File: src/rtl/au_issue_q_if.sv
// Handshake bus between an op producer, the issue queue and the arithmetic unit.
// The slave modport is the queue's view; the master modport is the producer/consumer side.
interface au_issue_q_if #(
    parameter int unsigned DATA_W = 8,
    parameter int unsigned DEPTH  = 4
) ();
    localparam int unsigned CNT_W = $clog2(DEPTH) + 1;

    logic              in_valid;
    logic              in_ready;
    logic [DATA_W-1:0] in_a;
    logic [DATA_W-1:0] in_b;
    logic              in_typ;
    logic [1:0]        in_code;

    logic              out_valid;
    logic              out_ready;
    logic [DATA_W-1:0] out_a;
    logic [DATA_W-1:0] out_b;
    logic              out_typ;
    logic [1:0]        out_code;
    logic              div_zero;
    logic [CNT_W-1:0]  count;

    modport slave (
        input  in_valid, in_a, in_b, in_typ, in_code, out_ready,
        output in_ready, out_valid, out_a, out_b, out_typ, out_code, div_zero, count
    );

    modport master (
        output in_valid, in_a, in_b, in_typ, in_code, out_ready,
        input  in_ready, out_valid, out_a, out_b, out_typ, out_code, div_zero, count
    );
endinterface

File: src/rtl/au_issue_q.sv
// First-word fall-through issue queue feeding the arithmetic unit.
// Divide-by-zero is flagged at push time and travels with each entry.
module au_issue_q #(
    parameter int unsigned DATA_W = 8,
    parameter int unsigned DEPTH  = 4
) (
    input logic         clk,
    input logic         rst,
    input logic         flush,
    au_issue_q_if.slave bus
);
    localparam int unsigned PTR_W = $clog2(DEPTH);
    localparam int unsigned CNT_W = PTR_W + 1;

    typedef struct packed {
        logic              dz;
        logic [1:0]        code;
        logic              typ;
        logic [DATA_W-1:0] b;
        logic [DATA_W-1:0] a;
    } entry_t;

    entry_t           r_mem [DEPTH];
    logic [PTR_W-1:0] r_wptr;
    logic [PTR_W-1:0] r_rptr;
    logic [CNT_W-1:0] r_count;

    logic   w_in_ready;
    logic   w_out_valid;
    logic   w_push;
    logic   w_pop;
    entry_t w_wr;
    entry_t w_head;

    assign w_in_ready  = r_count < CNT_W'(DEPTH);
    assign w_out_valid = r_count != '0;
    // Flush wins over any handshake in the same cycle.
    assign w_push      = bus.in_valid & w_in_ready & ~flush;
    assign w_pop       = w_out_valid & bus.out_ready & ~flush;

    always_comb begin
        w_wr      = '0;
        w_wr.a    = bus.in_a;
        w_wr.b    = bus.in_b;
        w_wr.typ  = bus.in_typ;
        w_wr.code = bus.in_code;
        w_wr.dz   = (bus.in_code == 2'b11) && (bus.in_b == '0);
    end

    // Payload storage is never reset; outputs are gated by occupancy instead.
    always_ff @(posedge clk) begin
        if (w_push) begin
            r_mem[r_wptr] <= w_wr;
        end
    end

    always_ff @(posedge clk or posedge rst) begin
        if (rst) begin
            r_wptr  <= '0;
            r_rptr  <= '0;
            r_count <= '0;
        end else if (flush) begin
            r_wptr  <= '0;
            r_rptr  <= '0;
            r_count <= '0;
        end else begin
            if (w_push) begin
                r_wptr <= r_wptr + PTR_W'(1);
            end
            if (w_pop) begin
                r_rptr <= r_rptr + PTR_W'(1);
            end
            if (w_push && !w_pop) begin
                r_count <= r_count + CNT_W'(1);
            end else if (w_pop && !w_push) begin
                r_count <= r_count - CNT_W'(1);
            end
        end
    end

    always_comb begin
        w_head = '0;
        if (w_out_valid) begin
            w_head = r_mem[r_rptr];
        end
    end

    assign bus.in_ready  = w_in_ready;
    assign bus.out_valid = w_out_valid;
    assign bus.out_a     = w_head.a;
    assign bus.out_b     = w_head.b;
    assign bus.out_typ   = w_head.typ;
    assign bus.out_code  = w_head.code;
    assign bus.div_zero  = w_head.dz;
    assign bus.count     = r_count;
endmodule

File: src/flat_wrapper.sv
// flat-port wrapper written by rule: the top's interface ports become plain ports
module au_issue_q_flat 
#(
    parameter int unsigned DATA_W = 8,
    parameter int unsigned DEPTH  = 4
)
  (clk, rst, flush, bus_in_valid, bus_in_a, bus_in_b, bus_in_typ, bus_in_code, bus_out_ready, bus_in_ready, bus_out_valid, bus_out_a, bus_out_b, bus_out_typ, bus_out_code, bus_div_zero, bus_count);
  au_issue_q_if #(.DATA_W(DATA_W), .DEPTH(DEPTH)) bus_i ();
  input logic clk;
  input logic rst;
  input logic flush;
  input wire logic [$bits(bus_i.in_valid)-1:0] bus_in_valid;
  input wire logic [$bits(bus_i.in_a)-1:0] bus_in_a;
  input wire logic [$bits(bus_i.in_b)-1:0] bus_in_b;
  input wire logic [$bits(bus_i.in_typ)-1:0] bus_in_typ;
  input wire logic [$bits(bus_i.in_code)-1:0] bus_in_code;
  input wire logic [$bits(bus_i.out_ready)-1:0] bus_out_ready;
  output wire logic [$bits(bus_i.in_ready)-1:0] bus_in_ready;
  output wire logic [$bits(bus_i.out_valid)-1:0] bus_out_valid;
  output wire logic [$bits(bus_i.out_a)-1:0] bus_out_a;
  output wire logic [$bits(bus_i.out_b)-1:0] bus_out_b;
  output wire logic [$bits(bus_i.out_typ)-1:0] bus_out_typ;
  output wire logic [$bits(bus_i.out_code)-1:0] bus_out_code;
  output wire logic [$bits(bus_i.div_zero)-1:0] bus_div_zero;
  output wire logic [$bits(bus_i.count)-1:0] bus_count;
  assign bus_i.in_valid = bus_in_valid;
  assign bus_i.in_a = bus_in_a;
  assign bus_i.in_b = bus_in_b;
  assign bus_i.in_typ = bus_in_typ;
  assign bus_i.in_code = bus_in_code;
  assign bus_i.out_ready = bus_out_ready;
  assign bus_in_ready = bus_i.in_ready;
  assign bus_out_valid = bus_i.out_valid;
  assign bus_out_a = bus_i.out_a;
  assign bus_out_b = bus_i.out_b;
  assign bus_out_typ = bus_i.out_typ;
  assign bus_out_code = bus_i.out_code;
  assign bus_div_zero = bus_i.div_zero;
  assign bus_count = bus_i.count;
  au_issue_q #(.DATA_W(DATA_W), .DEPTH(DEPTH)) u_core (.clk(clk), .rst(rst), .flush(flush), .bus(bus_i));
endmodule
File: config.mk
export PLATFORM = sky130hd
export DESIGN_NAME = au_issue_q_flat
export DESIGN_NICKNAME = d
export VERILOG_FILES = /design/src/rtl/au_issue_q_if.sv /design/src/rtl/au_issue_q.sv /design/src/flat_wrapper.sv
export SDC_FILE = /design/constraint.sdc
export NUM_CORES = 1
export LEC_CHECK = 0
export ABC_AREA = 0
export ABC_CLOCK_PERIOD_IN_PS = 2200
export CORE_MARGIN = 2
export CORE_UTILIZATION = 54
export CTS_CLUSTER_SIZE = 40
export DETAILED_ROUTE_END_ITERATION = 10
export PLACE_DENSITY_LB_ADDON = 0.2
export SKIP_CTS_REPAIR_TIMING = 1
export SYNTH_ARGS = -nofsm -noshare
export SYNTH_HDL_FRONTEND = slang
export SYNTH_SLANG_ARGS = --single-unit
File: constraint.sdc
create_clock -name clk -period 2.2 [get_ports clk]
set_clock_uncertainty 0.05 [all_clocks]
set_input_delay 0.55 -clock clk [delete_from_list [all_inputs] [get_ports clk]]
set_output_delay 0.55 -clock clk [all_outputs]
set_load 0.01 [all_outputs]
==> results.yml <==
logic_synthesis:
  synth_top_area_share_pct: 67.30
  syn_avg_cell_area_um2: 18.79
  synth_edf_count: 80
  synth.area.top_cells: "edfxtp_1, mux4_2, dfrtp_1"
  synth-main-ff-cell: "edfxtp_1"
  ys_warn_count: 0
  yosys-top-cells-count: "edfxtp_1, and2_1, mux4_2"
  synth.distinct_cells: 30
  syn-cell-area_mm2: 0.003570
  syn-instance-count: 190
  synth_area_leader_cell: "edfxtp_1"
  ys_seq_elements: 87
  synthArstFlopShare_pct: 8.046
  syn-num-nets: 219
  ys_seq_area_share_pct: 72.20
  synth.most_common_cell: "edfxtp_1"
status:
  status: "finished with violations"
  violations: "negative setup slack"
sta:
  layout_setup_ws_ns: -0.2548
  setup-tns-final_ns: -3.974
  fmax_ghz: 0.4074
  rsz0062_at_grt: "true"
  layout_min_cycle_time_ns: 2.455
  drv_slew: 0
  maxSlewHeadroom_pct: 69.50
  worst_pin_slew_ns: 0.4518
  setup_viol: 20
  hold_viol: 0
  period_share_pct: 111.6
  hold_ws_ns: 0.3863
routing:
  via_per_inst: 5.496
  drtIter0Drc: 104
  vias: 1929
  wl_per_cell_um: 18.88
  dr.pass1.iters: 4
  wl_um: 6626
  drtAntennaViolNets: 0
  drc: 0
worst_setup_path:
  path_buf_inv: 3
  end_kind: "primary output"
  crit_family: "multiplexers"
  reg2reg_slack_ns: 0.26
  startpoint_type: "flip-flop"
  cp.depth: 5
  max_stage_delay_ns: 0.51
  cpMaxStageDelayCell: "mux4_2"
  crit_fanout: 5
  worstPathRequired_ns: 1.60
  reg2reg_depth: 7
  criticalPathCategory: "reg -> out"
  path_cells: "buf_12, buf_6, mux4_2, and2_1, dlymetal6s2s_1"
  worstPathArrival_ns: 1.85
clock_tree:
  htree_levels: 3
  cts_tree: "done"
  cts_made_buffers: 9
  clock_tree.root_cell: "clkbuf_8"
  cts.sinks: 87
  cts_buffer_depth: 2
  path_clk_slew_ns: 0.08
  clk_latency_ns: 0.34
pwr:
  p_clk_share_pct: 20.2
  powerDensity_mw_per_mm2: 1039
  power_mw: 4.814
  switchingPower_mw: 1.377
  peakVddDrop_mv: 0.6513
  combinationalPowerShare_pct: 38.7
  cellLeakagePower_nw: 1.719
  switching_share_pct: 28.61
  p_int_mw: 3.437
  p_seq_share_pct: 41.1
worst_hold_path:
  hold_path_class: "in -> async"
grt:
  antenna_found_initial: 0
  grt-ovfl-total: 0
  track_usage_pct: 18.45
  first_global_vias: 1936
  grt_pass1_wl_um: 9742
  grt_max_degree: 21
final_layout:
  drive_above_1_share_pct: 31.39
  layout-area-overhead-vs-synth_pct: 29.76
  final.fill_count: 406
  fin_nets: 298
  diodes: 0
floorplanning:
  rows: 29
  die_h_um: 85.31
  dieArea_mm2: 0.007277
  start_util_pct: 55.90
  core_mm2: 0.006386
  die_w_um: 85.31
  io_pins: 49
placed_design:
  pre_cts_slack_ns: -0.2132
  port_buffers: 48
  hpwlAfterDp_um: 4009
  gp_congestion: 0.7751
flow_run:
  max-cap-violations: 0
==> cell type report <==
class / instances / area (um2) / share of cell area (%)
clock inverters: 7 / 48.80 / 1.053
clock buffers: 9 / 123.9 / 2.674
flip-flops and latches: 87 / 2579 / 55.67
inverters: 6 / 22.52 / 0.4862
well taps: 77 / 96.34 / 2.080
repair buffers: 77 / 834.6 / 18.02
multi-input cells: 88 / 927.1 / 20.02
==> power groups by stage <==
| stage | Sequential (mW) | Clock (mW) | Combinational [mW] |
|---|---|---|---|
| finish | 1.98 | 0.970 | 1.86 |
| detailed placement | 2.02 | 0 | 1.69 |
| global placement | 2.01 | 0 | 1.67 |
| floorplan | 2.03 | 0 | 0.862 |
| CTS | 1.98 | 0.986 | 1.70 |
| global route | 1.99 | 1.06 | 2.01 |
==> registers in the layout, indices dropped and copies added, names as in the netlist <==
| signal | cells |
|---|---|
| u_core.r_rptr | 2 |
| u_core.bus.count | 3 |
| u_core.r_mem | 80 |
| u_core.r_wptr | 2 |
==> logic make-up (layout without fill, tap and decap cells) <==
family,count (synthesis),count (layout),share of synthesized area (%)
mux,20,20,12.83
buf+inv,15,99,2.173
xor+xnor,5,5,1.227
fa+ha+maj,5,5,1.963
flops,87,87,72.20
simple gates,47,47,7.466
compound gates,11,11,2.138
==> worst paths after layout <==
check,from,to
worst max-delay path,u_core.r_rptr[0],bus_out_typ
worst min-delay path,rst,u_core.r_wptr[1]
worst max register to register,u_core.bus.count[0],u_core.bus.count[1]
worst min register to register,u_core.r_wptr[1],u_core.r_wptr[1]
max in group asynchronous,rst,u_core.r_rptr[0]
min in group clk,u_core.r_wptr[1],u_core.r_wptr[1]
==> routing by layer <==
| layer | global-route usage (%) | share of wire (%) |
|---|---|---|
| met2 | 30.82 | 51 |
| met1 | 23.62 | 42 |
| met3 | 5.156 | 5.6 |
| met5 | 0 | 0 |
| met4 | 6.061 | 1.5 |
==> layout by cell type (no fill, tap or decap), types with 2 or more instances in the layout <==
master,synthesis,routed
nor2_1,6,6
nand2_1,5,5
buf_4,0,17
inv_1,6,6
nand3_1,2,2
clkinv_2,0,3
and2_1,25,17
o31ai_1,2,2
mux4_2,18,20
dlymetal6s2s_1,0,9
nor2b_1,2,2
edfxtp_1,80,80
o311ai_0,2,2
buf_6,2,11
clkbuf_8,0,9
dfrtp_1,7,6
xnor2_1,3,3
xor2_1,2,2
clkdlybuf4s50_1,0,27
a21oi_1,2,2
ha_1,4,4
buf_12,0,7
o21ai_0,2,2
or3_1,2,2
buf_2,5,2
clkinv_4,0,2
and2_4,0,8
clkbuf_2,0,2
==> through the flow <==
step	area, um2	utilization, %	cells
6_report	4632	72.53	351
5_1_grt	4632	72.53	351
4_1_cts	4524	70.85	345
3_5_place_dp	4352	68.14	329
3_3_place_gp	4352	68.14	329
2_1_floorplan	3570	-	190
No activity file was read; power rests on OpenSTA's default activity.
